**src/rtl/meas_sequencer.sv**
```systemverilog
// Measurement sequencer: clears and gates an external edge counter, latches the count,
// then streams it as four big-endian bytes plus a newline to a UART transmitter.
module meas_sequencer #(
  parameter int unsigned GATE_CYCLES   = 100000000,
  parameter int unsigned SETTLE_CYCLES = 4,
  parameter int unsigned CNT_W         = 32
) (
  input  logic             clk_i,
  input  logic             rst_i,
  input  logic             start_i,
  input  logic             cont_i,
  input  logic             abort_i,
  output logic             cnt_clr_o,
  output logic             cnt_en_o,
  input  logic [CNT_W-1:0] cnt_val_i,
  output logic [7:0]       tx_data_o,
  output logic             tx_valid_o,
  input  logic             tx_ready_i,
  output logic             busy_o,
  output logic             done_o,
  output logic [CNT_W-1:0] last_count_o
);

  localparam int unsigned GateW   = (GATE_CYCLES > 1) ? $clog2(GATE_CYCLES) : 1;
  localparam int unsigned SettleW = (SETTLE_CYCLES > 1) ? $clog2(SETTLE_CYCLES) : 1;
  localparam logic [GateW-1:0]   GateLast   = GateW'(GATE_CYCLES - 1);
  localparam logic [SettleW-1:0] SettleLast = SettleW'(SETTLE_CYCLES - 1);

  typedef enum logic [2:0] {
    StIdle, StClear, StGate, StSettle, StLatch, StSend, StDone
  } state_e;

  state_e             state_q;
  logic [GateW-1:0]   gate_cnt_q;
  logic [SettleW-1:0] settle_cnt_q;
  logic [2:0]         byte_idx_q;
  logic [7:0]         next_byte;

  // Byte that follows the one currently presented; index 0 is loaded directly in LATCH.
  always_comb begin
    next_byte = 8'h0A;
    case (byte_idx_q)
      3'd0:    next_byte = last_count_o[23:16];
      3'd1:    next_byte = last_count_o[15:8];
      3'd2:    next_byte = last_count_o[7:0];
      default: next_byte = 8'h0A;
    endcase
  end

  always_ff @(posedge clk_i) begin
    if (rst_i) begin
      state_q      <= StIdle;
      gate_cnt_q   <= '0;
      settle_cnt_q <= '0;
      byte_idx_q   <= '0;
      cnt_clr_o    <= 1'b0;
      cnt_en_o     <= 1'b0;
      tx_data_o    <= 8'h00;
      tx_valid_o   <= 1'b0;
      busy_o       <= 1'b0;
      done_o       <= 1'b0;
      last_count_o <= '0;
    end else begin
      cnt_clr_o <= 1'b0;
      done_o    <= 1'b0;
      if (abort_i && (state_q != StIdle)) begin
        state_q      <= StIdle;
        gate_cnt_q   <= '0;
        settle_cnt_q <= '0;
        byte_idx_q   <= '0;
        cnt_en_o     <= 1'b0;
        tx_valid_o   <= 1'b0;
        busy_o       <= 1'b0;
      end else begin
        case (state_q)
          StIdle: begin
            if (start_i) begin
              state_q   <= StClear;
              cnt_clr_o <= 1'b1;
              busy_o    <= 1'b1;
            end
          end
          StClear: begin
            state_q    <= StGate;
            gate_cnt_q <= '0;
            cnt_en_o   <= 1'b1;
          end
          StGate: begin
            if (gate_cnt_q == GateLast) begin
              gate_cnt_q   <= '0;
              settle_cnt_q <= '0;
              cnt_en_o     <= 1'b0;
              state_q      <= (SETTLE_CYCLES == 0) ? StLatch : StSettle;
            end else begin
              gate_cnt_q <= gate_cnt_q + 1'b1;
            end
          end
          StSettle: begin
            if (settle_cnt_q == SettleLast) begin
              settle_cnt_q <= '0;
              state_q      <= StLatch;
            end else begin
              settle_cnt_q <= settle_cnt_q + 1'b1;
            end
          end
          StLatch: begin
            last_count_o <= cnt_val_i;
            tx_data_o    <= cnt_val_i[31:24];
            tx_valid_o   <= 1'b1;
            byte_idx_q   <= '0;
            state_q      <= StSend;
          end
          StSend: begin
            // tx_valid_o is always high here, so ready alone marks a transfer.
            if (tx_ready_i) begin
              if (byte_idx_q == 3'd4) begin
                tx_valid_o <= 1'b0;
                byte_idx_q <= '0;
                done_o     <= 1'b1;
                state_q    <= StDone;
              end else begin
                byte_idx_q <= byte_idx_q + 3'd1;
                tx_data_o  <= next_byte;
              end
            end
          end
          StDone: begin
            if (cont_i) begin
              state_q   <= StClear;
              cnt_clr_o <= 1'b1;
            end else begin
              state_q <= StIdle;
              busy_o  <= 1'b0;
            end
          end
          default: begin
            state_q <= StIdle;
            busy_o  <= 1'b0;
          end
        endcase
      end
    end
  end

endmodule

```
**config.mk**
```make
export PLATFORM = sky130hd
export DESIGN_NAME = meas_sequencer
export DESIGN_NICKNAME = d
export VERILOG_FILES = /design/src/rtl/meas_sequencer.sv
export SDC_FILE = /design/constraint.sdc
export NUM_CORES = 1
export LEC_CHECK = 0
export CAP_MARGIN = 20
export CELL_PAD_IN_SITES_DETAIL_PLACEMENT = 0
export CELL_PAD_IN_SITES_GLOBAL_PLACEMENT = 2
export CORE_ASPECT_RATIO = 1.4
export CORE_MARGIN = 4
export CORE_UTILIZATION = 29
export DETAILED_ROUTE_END_ITERATION = 12
export GPL_TIMING_DRIVEN = 0
export PLACE_DENSITY = 0.86
export SLEW_MARGIN = 10
export SYNTH_ARGS = -nofsm -noshare
export SYNTH_HDL_FRONTEND = slang
export SYNTH_SLANG_ARGS = --single-unit
```
**constraint.sdc**
```tcl
create_clock -name clk_i -period 2.85 [get_ports clk_i]
set_input_delay 0.4275 -clock clk_i [delete_from_list [all_inputs] [get_ports clk_i]]
set_output_delay 0.4275 -clock clk_i [all_outputs]
set_load 0.1 [all_outputs]
```
Yosys cells after proc, flatten, opt, wreduce, memory -nomap -nowiden:

Cells that the tools add are included.

* add/sub/neg operators: 3
* equality and inequality tests: 18
* muxes and demuxes: 31
* bitwise gates (word level): 4
* reduce and logical (&&, ||, !) cells: 18

Operators with widths (number)
* 27-bit case mux with 2 select lines: 1
* 27-bit by 1-bit adder with 27-bit output (second input constant): 1
* 27-bit == test (second input constant): 1
* 27-bit two-way mux: 1
* 8-bit case mux with 3 select lines: 1
* 3-bit two-way mux: 7
* 3-bit case mux with 7 select lines: 1
* 8-bit two-way mux: 2
* 8-bit case mux with 2 select lines: 1
* 2-bit inequality test (second input constant): 7
* 3-bit == test (second input constant): 4
* 3-bit by 2-bit == test with 1-bit output (second input constant): 3
* 1-bit two-way mux: 9
* 2-bit AND reduction: 4
* 3-bit by 1-bit == test with 1-bit output (second input constant): 2
* 3-bit logical NOT: 2
* 1-bit case mux with 2 select lines: 3
* 3-bit case mux with 2 select lines: 1
* 3-bit AND reduction: 2
* 2-bit nonzero test: 3
* 5-bit AND reduction: 1
* 5-bit OR reduction: 1
* 2-bit two-way mux: 2
* 1-bit NOT: 4
* other kinds (10): 10

* bits in registers: 80
* input bits: 38
* output and inout bits: 45
* logic and storage cells: 85

Longest topological paths before layout:

Gate-level depths: netlist of the first run.

* depth in word-level cells: 5
* depth in mapped cells: 9
* mapped depth without buffers: 7

Worst setup path after synthesis of the first run:

OpenSTA, ideal clock, no wires.

* path type: reg-to-reg
* start point: register gate_cnt_q[8]
* end point: register gate_cnt_q[18]
* arrival: 1880 ps
* slack: 849 ps
* stages on the path, launching flop included: 8
* path through: dfxtp_1 > or4b_4 > nor4_4 > a21oi_2 > buf_2 > buf_2 > a32oi_1 > nand2_1

* word-level cells in the longest chain between the ends: 3

Ends and longest elaborated chain
* start: declaration: RTL line 34 `logic [GateW-1:0] gate_cnt_q;`
* start signal: assignment: RTL line 95 `gate_cnt_q <= gate_cnt_q + 1'b1;`
* 27-bit by 1-bit adder with 27-bit output / 27-bit == test (equally long branches): RTL line 95, 89
* 27-bit two-way mux (*): RTL line 89 `if (gate_cnt_q == GateLast) begin`
* 27-bit case mux with 2 select lines (*): RTL line 75 `case (state_q)`

Mark *: on every way between the ends. The rest lies on a longest branch, timed or not.
A chain may end at the register's enable or synchronous reset.

Worst setup path after layout of the first run:

* start point: register state_q[0]
* end point: register tx_data_o[6]

* word-level cells in the longest chain between the ends: 4

Ends and longest elaborated chain
* start: declaration: RTL line 33 `state_e state_q;`
* start signal: assignment: RTL line 52 `state_q <= StIdle;`
* start signal: assignment: RTL line 67 `state_q <= StIdle;`
* start signal: assignment: RTL line 78 `state_q <= StClear;`
* parallel branches: the longest is 4 deep, another holds 4-bit AND reduction
* end signal: assignment: RTL line 108 `tx_data_o <= cnt_val_i[31:24];`
* end signal: assignment: RTL line 123 `tx_data_o <= next_byte;`
* end: declaration: RTL line 16 `output logic [7:0] tx_data_o,`

Several ways; the timed one is not identified.

==> results of run 1 <==
[state kept, by name (all words and copies together), names as in the netlist]
name,count
last_count_o,32
gate_cnt_q,27
tx_data_o,8
byte_idx_q,3
state_q,3
settle_cnt_q,2
busy_o,1
cnt_clr_o,1
cnt_en_o,1
done_o,1
tx_valid_o,1
[logic make-up after synthesis]
family / after synthesis
and+or+nand+nor: 217
muxes: 1
AOI/OAI and AO/OA: 128
DFF: 80
xor gates and xnor gates: 6
adders and majority gates: 6
buffers and inverters: 39
[metrics by stage]
step / cells / utilization / hold slack (ns) / setup slack, ns / power, mW
after detailed placement: 711 / 0.375 / 0.451 / 0.153 / 1.49
after global placement: 711 / 0.375 / 0.445 / 0.198 / 1.49
after CTS: 727 / 0.400 / 0.463 / 0.268 / 2.76
after floorplan: 477 / - / 0.439 / 0.849 / 1.36
final: 728 / 0.400 / 0.456 / 0.359 / 2.73
after global routing: 728 / 0.400 / 0.475 / 0.103 / 2.84
[worst max-delay path by stage]
stage | depth (start not counted) | end | from | slack, ns
2_1_floorplan | 7 | gate_cnt_q[18]$_SDFFE_PP0P_ | gate_cnt_q[8]$_SDFFE_PP0P_ | 0.85
3_3_place_gp | 6 | tx_data_o[5]$_SDFFE_PP0P_ | tx_ready_i | 0.20
3_5_place_dp | 6 | tx_data_o[6]$_SDFFE_PP0P_ | tx_ready_i | 0.15
4_1_cts | 7 | tx_data_o[6]$_SDFFE_PP0P_ | state_q[0]$_SDFFE_PP0P_ | 0.27
5_1_grt | 7 | tx_data_o[6]$_SDFFE_PP0P_ | state_q[0]$_SDFFE_PP0P_ | 0.10
6_report | 7 | tx_data_o[6]$_SDFFE_PP0P_ | state_q[0]$_SDFFE_PP0P_ | 0.36
[layout make-up]
type / instances / area, um2 / area share
Buffer: 31 / 123 / 0.0239
Clock buffer: 10 / 229 / 0.0446
Clock inverter: 6 / 93.8 / 0.0183
Inverter: 8 / 30.0 / 0.00586
Multi-Input combinational cell: 358 / 2040 / 0.399
Sequential cell: 80 / 1600 / 0.312
Tap cell: 153 / 191 / 0.0373
Timing Repair Buffer: 82 / 816 / 0.159
[power breakdown]
| part | switching, mW | internal, mW | leakage, nW |
|---|---|---|---|
| combinational | 0.210 | 0.115 | 0.869 |
| sequential | 0.00878 | 1.13 | 0.645 |
| clock | 0.496 | 0.773 | 0.153 |
[layer usage]
| layer | wire length [um] | up-vias | GRT usage |
|---|---|---|---|
| met5 | 0 | - | 0 |
| li1 | - | 1915 | - |
| met1 | 4830 | 1736 | 0.179 |
| met3 | 934 | 21 | 0.0548 |
| met2 | 6070 | 112 | 0.296 |
| met4 | 371 | 0 | 0.0802 |
[cell usage after synthesis, types with 3 or more instances]
library cell / n / area, um2
a31oi_1: 18 / 113
clkbuf_1: 24 / 90.1
ha_1: 6 / 75.1
xor2_1: 4 / 35.0
inv_1: 8 / 30.0
nand2b_1: 5 / 31.3
and3_1: 3 / 18.8
nand3b_1: 6 / 45.0
dfxtp_1: 80 / 1600
a21o_1: 3 / 22.5
buf_2: 5 / 25.0
nor2_1: 41 / 154
a222oi_1: 8 / 80.1
nand3_1: 23 / 115
nand4_1: 5 / 31.3
or3_1: 6 / 37.5
a31o_2: 4 / 35.0
a21oi_1: 52 / 260
or2_2: 3 / 18.8
a22o_1: 5 / 43.8
nand2_1: 87 / 327
nor3_1: 15 / 75.1
o211ai_1: 5 / 37.5
and4_1: 5 / 43.8
a211oi_1: 6 / 45.0
o21ai_0: 8 / 40.0
[worst min-delay path, stage by stage (launching register included)]
cell	delay, ns
dfxtp_1	0.31
nand2_1	0.05
a21oi_1	0.05
==> results.toml, run 1 <==
[worst_setup_path]
r2r-end = "tx_data_o[6]$_SDFFE_PP0P_"
crit_slowest_cell = "a311oi_1"
rr_startpoint = "state_q[0]$_SDFFE_PP0P_"
cp_top_family = "compound AO/OA/AOI/OAI gates"
slowest_delay_ns = 0.80
worstRegToRegCells = 7
cp-start-kind = "register"
crit_required_ns = 3.10
critPathKind = "register to register"
ff2ff_setup_slack_ns = 0.36
end_kind = "register"
cp_max_fo = 10
path_cells = "clkbuf_1 -> inv_1 -> o21ai_1 -> a311oi_1 -> buf_2 -> nor2_1 -> a211oi_1"
worst-path-buf-inv = 3
worst_ep_arrival_time_ns = 2.74

[logic_synthesis]
synthAdderAreaFrac = 0.0198
synthMuxAreaShare = 0.00264
synth_compound_area_frac = 0.219
synth_ff_type = "dfxtp_1"
synth_area_um2 = 3800
synth_cells = 477
synth_top_family_by_area = "simple AND/OR/NAND/NOR gates"
synth_simple_gate_area_share = 0.283
synth-xor-area-share = 0.0138
ys_ff_latch = 80
synthDistinctLibCells = 57
ys_seq_area_frac = 0.422
avgSynthCellArea_um2 = 7.96
async_reset_ff_frac = 0
yosys_warnings = 0
syn-num-nets = 521
synth_edf_count = 0

[drt]
ant_nets = 0
vias = 3784
drc = 0
drt_first_iter_violations = 148
first_pass_iters = 5
wl_per_cell_um = 16.8
routed_via_density = 5.20
drt-total-wl_mm = 12.2

[clocking]
cts.sinks = 80
cts_resized = 0
cts_setup_buffers = 0
tritoncts = "yes"
root_buffer = "clkbuf_16"
cts_buffer_depth = 2
path_clk_slew_ns = 0.06
numCtsBuffers = 9
clock_latency_ns = 0.34
htreeDepth = 3
holdBufCountCts = 0

[power]
powerDensity_nw_per_um2 = 533
vdd_drop_max_v = 0.000315
p_leak_nw = 1.67

[finish]
final_cell_mix = "nand2_1 (87), clkdlybuf4s50_1 (81), dfxtp_1 (80)"
nNetsFinal = 614
drive_gt1_frac = 0.0626
mostFrequentLayoutCell = "nand2_1"
nFillCells = 1325
fin_area_um2 = 5130
area_growth_syn_to_layout_pct = 35.0
antenna_cells = 0

[min_path]
min_path_cells = 2
min_from = "last_count_o[29]$_SDFFE_PP0P_"
hold_path_class = "register to register"
holdPathEnd = "last_count_o[29]$_SDFFE_PP0P_"

[global_route]
grt_antenna_before_repair = 0
grt_pass1_vias = 3850
grt_pass1_wl_mm = 20.1
grt_usage = 0.167
grt_max_degree = 15
grt_overflow = 0

[floorplanning]
rows = 49
ios = 83
initial_core_util = 0.296
dieArea_um2 = 15000
die_h_um = 143
fp.dieW_um = 105
core_um2 = 12800

[sta]
timing.fmax_ghz = 0.401
rsz0062_at_grt = "no"
slew_viol_final = 0
final-setup-viol-count = 0
skew_ns = 0.00926
hold_violations = 0
fin_crit_ns = 2.49
relSlewSlack = 0.302
fin_setup_tns_ns = 0
period_share = 0.874
worst_pin_slew_ns = 1.03

[placed_design]
hpwl_mm = 9.19
dpl_cell_area_um2 = 4800
gp_congestion = 0.836
io_buffers = 81

[job]
maxCapViolCount = 0

[run_status]
status = "complete, no violations"
(Power assumes the default switching activity.)
==> run 2: changes to the inputs <==
- TNS_END_PERCENT: default -> 1
==> results of run 2 <==
No change in the layout: final DEF, timing and power equal those of run 1.
==> run 3: changes to the inputs <==
- CAP_MARGIN: 20 -> default
==> results.toml, run 3 (same netlist as run 1, synthesis figures left out) <==
[run_status]
status = "complete, no violations"

[global_route]
grt_max_degree = 15
grtUsageMet1 = 0.179
grt_util_met2 = 0.296
grt_pass1_wl_mm = 20.1
grt_overflow = 0
grt_usage = 0.167
top_usage_layer = "met2"
use_met3 = 0.0548
grt_pass1_vias = 3850
grt_antenna_before_repair = 0

[worst_setup_path]
path_cells = "nand4_2 -> nor4_1 -> nand4_1 -> a31o_2 -> a22o_1"
worst-path-buf-inv = 0
worst_ep_arrival_time_ns = 2.77
cp-endpoint = "gate_cnt_q[22]$_SDFFE_PP0P_"
crit_cells = 5
r2r-end = "gate_cnt_q[22]$_SDFFE_PP0P_"
slowest_delay_ns = 1.01
rr_startpoint = "gate_cnt_q[2]$_SDFFE_PP0P_"
ff2ff_setup_slack_ns = 0.30
end_kind = "register"
cp_top_family = "simple AND/OR/NAND/NOR gates"
cp-start-kind = "register"
worstRegToRegCells = 5
cp-startpoint = "gate_cnt_q[2]$_SDFFE_PP0P_"
crit_slowest_cell = "nor4_1"
cp_max_fo = 9
critPathKind = "register to register"
crit_required_ns = 3.08

[clocking]
clock_latency_ns = 0.34
cts_resized = 0
cts_buffer_depth = 2
numCtsBuffers = 9
root_buffer = "clkbuf_16"
htreeDepth = 3
path_clk_slew_ns = 0.06
cts_setup_buffers = 0
holdBufCountCts = 0
cts.sinks = 80
tritoncts = "yes"

[drt]
vias = 3768
drt-total-wl_mm = 12.2
ant_nets = 0
routed_via_density = 5.18
wl_per_cell_um = 16.8
drt_first_iter_violations = 161
first_pass_iters = 5
drc = 0

[min_path]
min_from = "last_count_o[29]$_SDFFE_PP0P_"
hold_path_class = "register to register"

[sta]
relSlewSlack = 0.257
worst_pin_slew_ns = 1.10
timing.fmax_ghz = 0.393
skew_ns = 0.0115
fin_crit_ns = 2.55
slew_viol_final = 0
hold_violations = 0
final-setup-viol-count = 0
fin_setup_tns_ns = 0
rsz0062_at_grt = "no"
period_share = 0.893

[finish]
regMostFlops = "last_count_o"
mostFrequentLayoutCell = "nand2_1"
final_cell_mix = "nand2_1 (87), clkdlybuf4s50_1 (81), dfxtp_1 (80)"
nNetsFinal = 613
postLayoutCoreUtil = 0.400
area_growth_syn_to_layout_pct = 34.9
drive_gt1_frac = 0.0610
largest_reg_flops = 32
antenna_cells = 0
top_regs = "last_count_o x32, gate_cnt_q x27, tx_data_o x8"

[floorplanning]
initial_core_util = 0.296
core_um2 = 12800
die_h_um = 143
dieArea_um2 = 15000
fp.dieW_um = 105
ios = 83
rows = 49

[job]
maxCapViolCount = 0

[placed_design]
gp_congestion = 0.836
hpwl_mm = 9.19
io_buffers = 81

[power]
p_leak_nw = 1.66
powerDensity_nw_per_um2 = 533
vdd_drop_max_v = 0.000313
==> run 3: cell types whose count changed in the layout (fill, tap and decap cells not counted), sizes merged <==
cell | previous run | this run
clkbuf | 35 | 34
==> run 3: layer usage <==
layer	share of wire	wire, um
met1	0.40	4890
met2	0.50	6110
met3	0.075	918
met4	0.025	309
met5	0	0
==> run 3: worst min-delay path by stage <==
stage                     slack, ns                            end  cells past startpoint
final                          0.46  last_count_o[29]$_SDFFE_PP0P_                      2
after global routing           0.48  last_count_o[29]$_SDFFE_PP0P_                      2
after CTS                      0.46  last_count_o[29]$_SDFFE_PP0P_                      2
after detailed placement       0.45  last_count_o[28]$_SDFFE_PP0P_                      2
after global placement         0.44  last_count_o[28]$_SDFFE_PP0P_                      2
after floorplan                0.44    gate_cnt_q[26]$_SDFFE_PP0P_                      1
==> run 3: tightest hold or removal path, delay by kind of cell, from the launching register on <==
family	cells	cell delay, ns
AO/OA/AOI/OAI	1	0.05
flip-flops	1	0.31
AND/OR/NAND/NOR	1	0.05
==> run 3: final cells by class <==
| type | instances | area (um2) |
|---|---|---|
| buffer | 31 | 123 |
| clock buffer | 10 | 229 |
| clock inverter | 6 | 93.8 |
| fill | 1325 | 7690 |
| inverter | 8 | 30.0 |
| multi-input combinational | 358 | 2040 |
| sequential | 80 | 1600 |
| tap | 153 | 191 |
| timing repair buffer | 81 | 811 |
==> run 3: power breakdown <==
| part | total [mW] | leakage (nW) | internal, mW | switching [mW] |
|---|---|---|---|---|
| combinational | 0.325 | 0.865 | 0.115 | 0.210 |
| clock | 1.27 | 0.153 | 0.773 | 0.494 |
| sequential | 1.14 | 0.645 | 1.13 | 0.00860 |
==> run 3: stage by stage <==
stage | std cells | setup slack [ns] | area, um2 | hold WS (ns) | power [mW]
after floorplan | 477 | 0.849 | 3800 | 0.439 | 1.36
after global placement | 711 | 0.198 | 4800 | 0.445 | 1.49
after detailed placement | 711 | 0.153 | 4800 | 0.451 | 1.49
after CTS | 727 | 0.268 | 5120 | 0.463 | 2.76
after global routing | 727 | 0.0643 | 5120 | 0.475 | 2.84
final | 727 | 0.304 | 5120 | 0.457 | 2.73
